## src/rtl/gradient_config_ctrl.sv

```systemverilog
// Gradient configuration controller: stages colours/direction from button pulses and
// commits them to the active set at frame start, with a post-commit frame lock and auto swap.
module gradient_config_ctrl #(
  parameter int CW          = 4,
  parameter int LOCK_FRAMES = 2,
  parameter int AUTO_FRAMES = 60
) (
  input  logic              clock,
  input  logic              reset,
  input  logic [CW-1:0]     R,
  input  logic [CW-1:0]     G,
  input  logic [CW-1:0]     B,
  input  logic              push_a,
  input  logic              push_b,
  input  logic              h_push,
  input  logic              v_push,
  input  logic              swap_push,
  input  logic              auto_en,
  input  logic              frame_start,
  output logic [3*CW-1:0]   start_color,
  output logic [3*CW-1:0]   end_color,
  output logic              dir,
  output logic              pending,
  output logic              update,
  output logic [7:0]        lock_cnt
);

  localparam int W   = 3 * CW;
  localparam int ACW = $clog2(AUTO_FRAMES);

  typedef enum logic [1:0] {IDLE, WAIT, COMMIT, LOCK} state_t;

  state_t         state_q, state_d;
  logic [W-1:0]   stg_start_q, stg_start_d, stg_end_q, stg_end_d;
  logic           stg_dir_q, stg_dir_d;
  logic [W-1:0]   act_start_q, act_start_d, act_end_q, act_end_d;
  logic           act_dir_q, act_dir_d;
  logic           update_q, update_d;
  logic [7:0]     lock_cnt_q, lock_cnt_d;
  logic [ACW-1:0] auto_cnt_q, auto_cnt_d;

  logic [W-1:0]   rgb, pushed_start, pushed_end;
  logic           auto_swap;

  assign rgb = {R, G, B};

  // Staging path and auto-swap frame counter
  always_comb begin
    auto_cnt_d = auto_cnt_q;
    auto_swap  = 1'b0;
    if (!auto_en) begin
      auto_cnt_d = '0;
    end else if (frame_start) begin
      if (auto_cnt_q == ACW'(AUTO_FRAMES - 1)) begin
        auto_cnt_d = '0;
        auto_swap  = 1'b1;
      end else begin
        auto_cnt_d = auto_cnt_q + ACW'(1);
      end
    end

    pushed_start = push_a ? rgb : stg_start_q;
    pushed_end   = push_b ? rgb : stg_end_q;
    // Pushes land first, then a (single) swap, whether user or auto initiated
    if (swap_push || auto_swap) begin
      stg_start_d = pushed_end;
      stg_end_d   = pushed_start;
    end else begin
      stg_start_d = pushed_start;
      stg_end_d   = pushed_end;
    end

    if (h_push)      stg_dir_d = 1'b0;
    else if (v_push) stg_dir_d = 1'b1;
    else             stg_dir_d = stg_dir_q;
  end

  assign pending = (stg_start_q != act_start_q) || (stg_end_q != act_end_q) ||
                   (stg_dir_q != act_dir_q);

  always_comb begin
    state_d     = state_q;
    lock_cnt_d  = lock_cnt_q;
    act_start_d = act_start_q;
    act_end_d   = act_end_q;
    act_dir_d   = act_dir_q;
    update_d    = 1'b0;
    case (state_q)
      IDLE: begin
        if (pending) state_d = frame_start ? COMMIT : WAIT;
      end
      WAIT: begin
        if (!pending)         state_d = IDLE;
        else if (frame_start) state_d = COMMIT;
      end
      COMMIT: begin
        // Take next-staging so an edit landing in this very cycle is not lost
        act_start_d = stg_start_d;
        act_end_d   = stg_end_d;
        act_dir_d   = stg_dir_d;
        update_d    = 1'b1;
        lock_cnt_d  = 8'(LOCK_FRAMES);
        state_d     = LOCK;
      end
      LOCK: begin
        if (frame_start) begin
          if (lock_cnt_q <= 8'd1) begin
            lock_cnt_d = 8'd0;
            state_d    = pending ? WAIT : IDLE;
          end else begin
            lock_cnt_d = lock_cnt_q - 8'd1;
          end
        end
      end
      default: state_d = IDLE;
    endcase
  end

  always_ff @(posedge clock or negedge reset) begin
    if (!reset) begin
      state_q     <= IDLE;
      stg_start_q <= '0;
      stg_end_q   <= '1;
      stg_dir_q   <= 1'b0;
      act_start_q <= '0;
      act_end_q   <= '1;
      act_dir_q   <= 1'b0;
      update_q    <= 1'b0;
      lock_cnt_q  <= 8'd0;
      auto_cnt_q  <= '0;
    end else begin
      state_q     <= state_d;
      stg_start_q <= stg_start_d;
      stg_end_q   <= stg_end_d;
      stg_dir_q   <= stg_dir_d;
      act_start_q <= act_start_d;
      act_end_q   <= act_end_d;
      act_dir_q   <= act_dir_d;
      update_q    <= update_d;
      lock_cnt_q  <= lock_cnt_d;
      auto_cnt_q  <= auto_cnt_d;
    end
  end

  assign start_color = act_start_q;
  assign end_color   = act_end_q;
  assign dir         = act_dir_q;
  assign update      = update_q;
  assign lock_cnt    = lock_cnt_q;

endmodule

```

## config.mk

```make
export PLATFORM = sky130hd
export DESIGN_NAME = gradient_config_ctrl
export DESIGN_NICKNAME = d
export VERILOG_FILES = /design/src/rtl/gradient_config_ctrl.sv
export SDC_FILE = /design/constraint.sdc
export NUM_CORES = 1
export LEC_CHECK = 0
export BUFFER_PORTS_ARGS = -buffer_cell sky130_fd_sc_hd__buf_2
export CAP_MARGIN = 10
export CORE_MARGIN = 10
export CORE_UTILIZATION = 51
export DETAILED_ROUTE_END_ITERATION = 10
export HOLD_SLACK_MARGIN = 0.06
export PLACE_DENSITY = 0.76
export SLEW_MARGIN = 20
export SYNTH_ARGS = -nofsm -noshare
export SYNTH_HDL_FRONTEND = slang
export SYNTH_SLANG_ARGS = --single-unit
export TNS_END_PERCENT = 30
```

## constraint.sdc

```tcl
create_clock -name clock -period 2.2 [get_ports clock]
set_input_delay 0 -clock clock [delete_from_list [all_inputs] [get_ports clock]]
set_output_delay 0 -clock clock [all_outputs]
set_load 0.01 [all_outputs]
```

==> results by group <==
Timing
  – Tmin final: 2.14 ns
  – Fin. Hold Viols: 0
  – Slew @ Worst Pin: 0.514 ns
  – Setup TNS: 0 ns
  – FMAX: 467 MHz
  – Slew headroom: 0.657
  – Final worst slack: 0.0606 ns
  – Final worst path period share: 0.972
  – RSZ-0062 raised after global routing: no
  – Max Clock Skew: 0.00867 ns
  – Slew Viols, Final: 0
  – Setup violators final: 0

CTS
  – Clk slew on worst S/H paths: 0.07 ns
  – CTS tree: done
  – Clock buffer depth: 2
  – Clk Latency, worst-skew pair: 0.34 ns
  – CTS root buffer: clkbuf_8
  – CTS Buf Count: 9
  – Clock tree sinks: 67
  – H-Tree Level Count: 3

Place
  – Post-place setup slack: 0.00985 ns
  – Post-DP HPWL: 5410 microns
  – I/O Buffers: 55
  – GPL Wtd Cong: 0.852

Power
  – Max IR drop VDD: 865 uV
  – Total leakage power: 2.06 nW
  – P per Cell Area: 1170 mW/mm^2

Critical path
  – Worst Path Buf+Inv: 0
  – Critical Path Start Type: flop
  – Worst EP arrival: 2.35 ns
  – Critical Path, Cell by Cell: ha_4 -> nand2_1 -> o41a_1 -> mux2_4 -> a21o_1 -> mux2_4
  – FF-to-FF path depth: 6
  – Crit-path max FO: 6
  – Worst path required time: 2.41 ns
  – Worst setup EP type: flop
  – Critical path depth in cells: 6
  – WS Path Type: reg -> reg
  – Slowest CP cell: o41a_1
  – Critical path's top delay family: compound AO/OA/AOI/OAI gates
  – Crit path top cell by count: mux2_4
  – CP max stage delay: 0.51 ns

Synth
  – Yosys warning count: 0
  – Mapped cell area: 0.00346 sq mm
  – Syn Nets: 323
  – Unique cell type count in the Yosys netlist: 40
  – EDFF count, synth: 0
  – Cells after synthesis: 299
  – Primary FF master, synth: dfrtp_1
  – Synthesized area per cell: 11.6 sq um
  – Synthesized flop and latch total: 67
  – Post-synth ARST share: 1.00
  – Part of the Yosys area used for sequential elements: 0.494

Routing
  – Pre-antenna DRT Iters: 4
  – Post-route DRC: 0
  – Total number of vias: 2563
  – Vias/cell: 5.48
  – Routed wire length: 7920 microns
  – Post-route ant nets: 0
  – Avg WL per Cell: 16.9 microns
  – Iter 0 DRT Violations: 174

Hold path
  – Hold Crit Depth: 3
  – Worst hold-check path type: in -> reg

Cells and area
  – N_diodes: 0
  – Area growth, synth to finish: 24.1%
  – Ratio of cells with drive above 1 in the final layout: 0.366
  – Nets@finish: 410
  – Most frequent cells in the layout: buf_2, dfrtp_1, a21o_1, dfstp_2
  – Most common cell after layout, fill and taps aside: buf_2

Floorplanning
  – Die Span Y: 102 microns
  – Cell Rows: 29
  – # IOs: 56
  – Initial Utilization: 0.535
  – Core Footprint: 0.00646 sq mm
  – Die ar.: 0.0105 sq mm
  – Die Wd: 102 microns

GRT
  – Gr usage total: 0.152
  – Number of global-route vias before repair: 2560
  – Pin count of the biggest net entering global routing: 27
  – First-pass GRT wire length: 12500 microns
  – Initial antenna violation count: 0
  – GRT Residual Overflow: 0

Flow run
  – MaxCap Viol Count: 0

Outcome
  – Status: completed
-- synth_stat cells, drive strengths merged, types with 6 or more instances --
cell / count / share of area
o21ai: 10 / 0.014
mux2i: 23 / 0.067
a21o: 24 / 0.052
a21oi: 9 / 0.013
nand2: 7 / 0.0076
buf: 6 / 0.014
inv: 7 / 0.0076
dfstp: 24 / 0.18
mux2: 27 / 0.10
xnor2: 23 / 0.058
nor3: 10 / 0.014
nor2: 22 / 0.024
nand4: 7 / 0.013
dfrtp: 43 / 0.31
nand2b: 23 / 0.042
-- layout make-up --
class,count,area (sq um)
fillers,498,2170
flip-flops and latches,67,1710
multi-input cells,216,1700
repair buffers,84,537
clock buffers,15,186
well taps,77,96.3
clock inverters,1,30.0
inverters,8,30.0
-- power by group --
part           leakage (nW)  total, mW  internal, mW  switching [mW]
Combinational          1.17       1.88         0.977           0.902
Clock                 0.110       1.09         0.649           0.439
Sequential            0.787       2.05          1.70           0.348
-- timing repair --
item / CTS / global route
hold endpoints to repair: 72 / 0
hold buffers: 16 / 0
setup buffers: 0 / 2
gates resized for setup: 0 / 5
setup endpoints to repair: 0 / 24
-- state kept, by name, indices dropped and copies added, names as in the netlist --
signal	count
auto_cnt_q	6
start_color	12
stg_dir_q	1
stg_start_q	12
stg_end_q	12
dir	1
end_color	12
lock_cnt	8
update	1
state_q	2
-- path summary, 6_finish.rpt --
path                                  end  slack, ns          start
setup reg to reg           start_color[8]       0.06  auto_cnt_q[1]
max in group asynchronous    stg_end_q[7]       1.27          reset
setup / recovery           start_color[8]       0.06  auto_cnt_q[1]
hold / removal              auto_cnt_q[1]       0.09    frame_start
min in group asynchronous   auto_cnt_q[2]       0.16          reset
hold reg to reg               lock_cnt[5]       0.52    lock_cnt[5]
-- per-layer routing --
layer	GRT usage	part of all wire	vias to the layer above	wire length, microns
met4	0.0640	0.014	0	113
met3	0.0304	0.038	13	303
li1	-	-	1240	-
met1	0.193	0.46	1246	3660
met5	0	0	-	0
met2	0.248	0.48	64	3840
-- cell families after synthesis --
family | Yosys count | share of synthesized area
AO/OA/AOI/OAI | 55 | 0.115
XOR/XNOR | 26 | 0.0659
adder cells (fa/ha/maj) | 3 | 0.0109
buffers and inverters | 18 | 0.0271
flip-flops | 67 | 0.494
multiplexers | 50 | 0.168
AND/OR/NAND/NOR | 80 | 0.120
-- through the flow --
step / area [sq um] / hold WS [ns] / std cells / util / power, mW
2_1_floorplan: 3460 / -0.296 / 299 / - / 3.25
3_3_place_gp: 3850 / 0.00714 / 432 / 0.596 / 3.87
3_5_place_dp: 3850 / 0.00927 / 432 / 0.596 / 3.93
4_1_cts: 4230 / 0.0762 / 464 / 0.654 / 5.05
5_1_grt: 4290 / 0.130 / 468 / 0.664 / 5.34
6_report: 4290 / 0.0932 / 468 / 0.664 / 5.01
-- tightest hold or removal path, cell delays in order --
cell     delay, ns
buf_2         0.17
mux2i_1       0.16
nor2_1        0.06
Power figures use the tool's default switching activity.
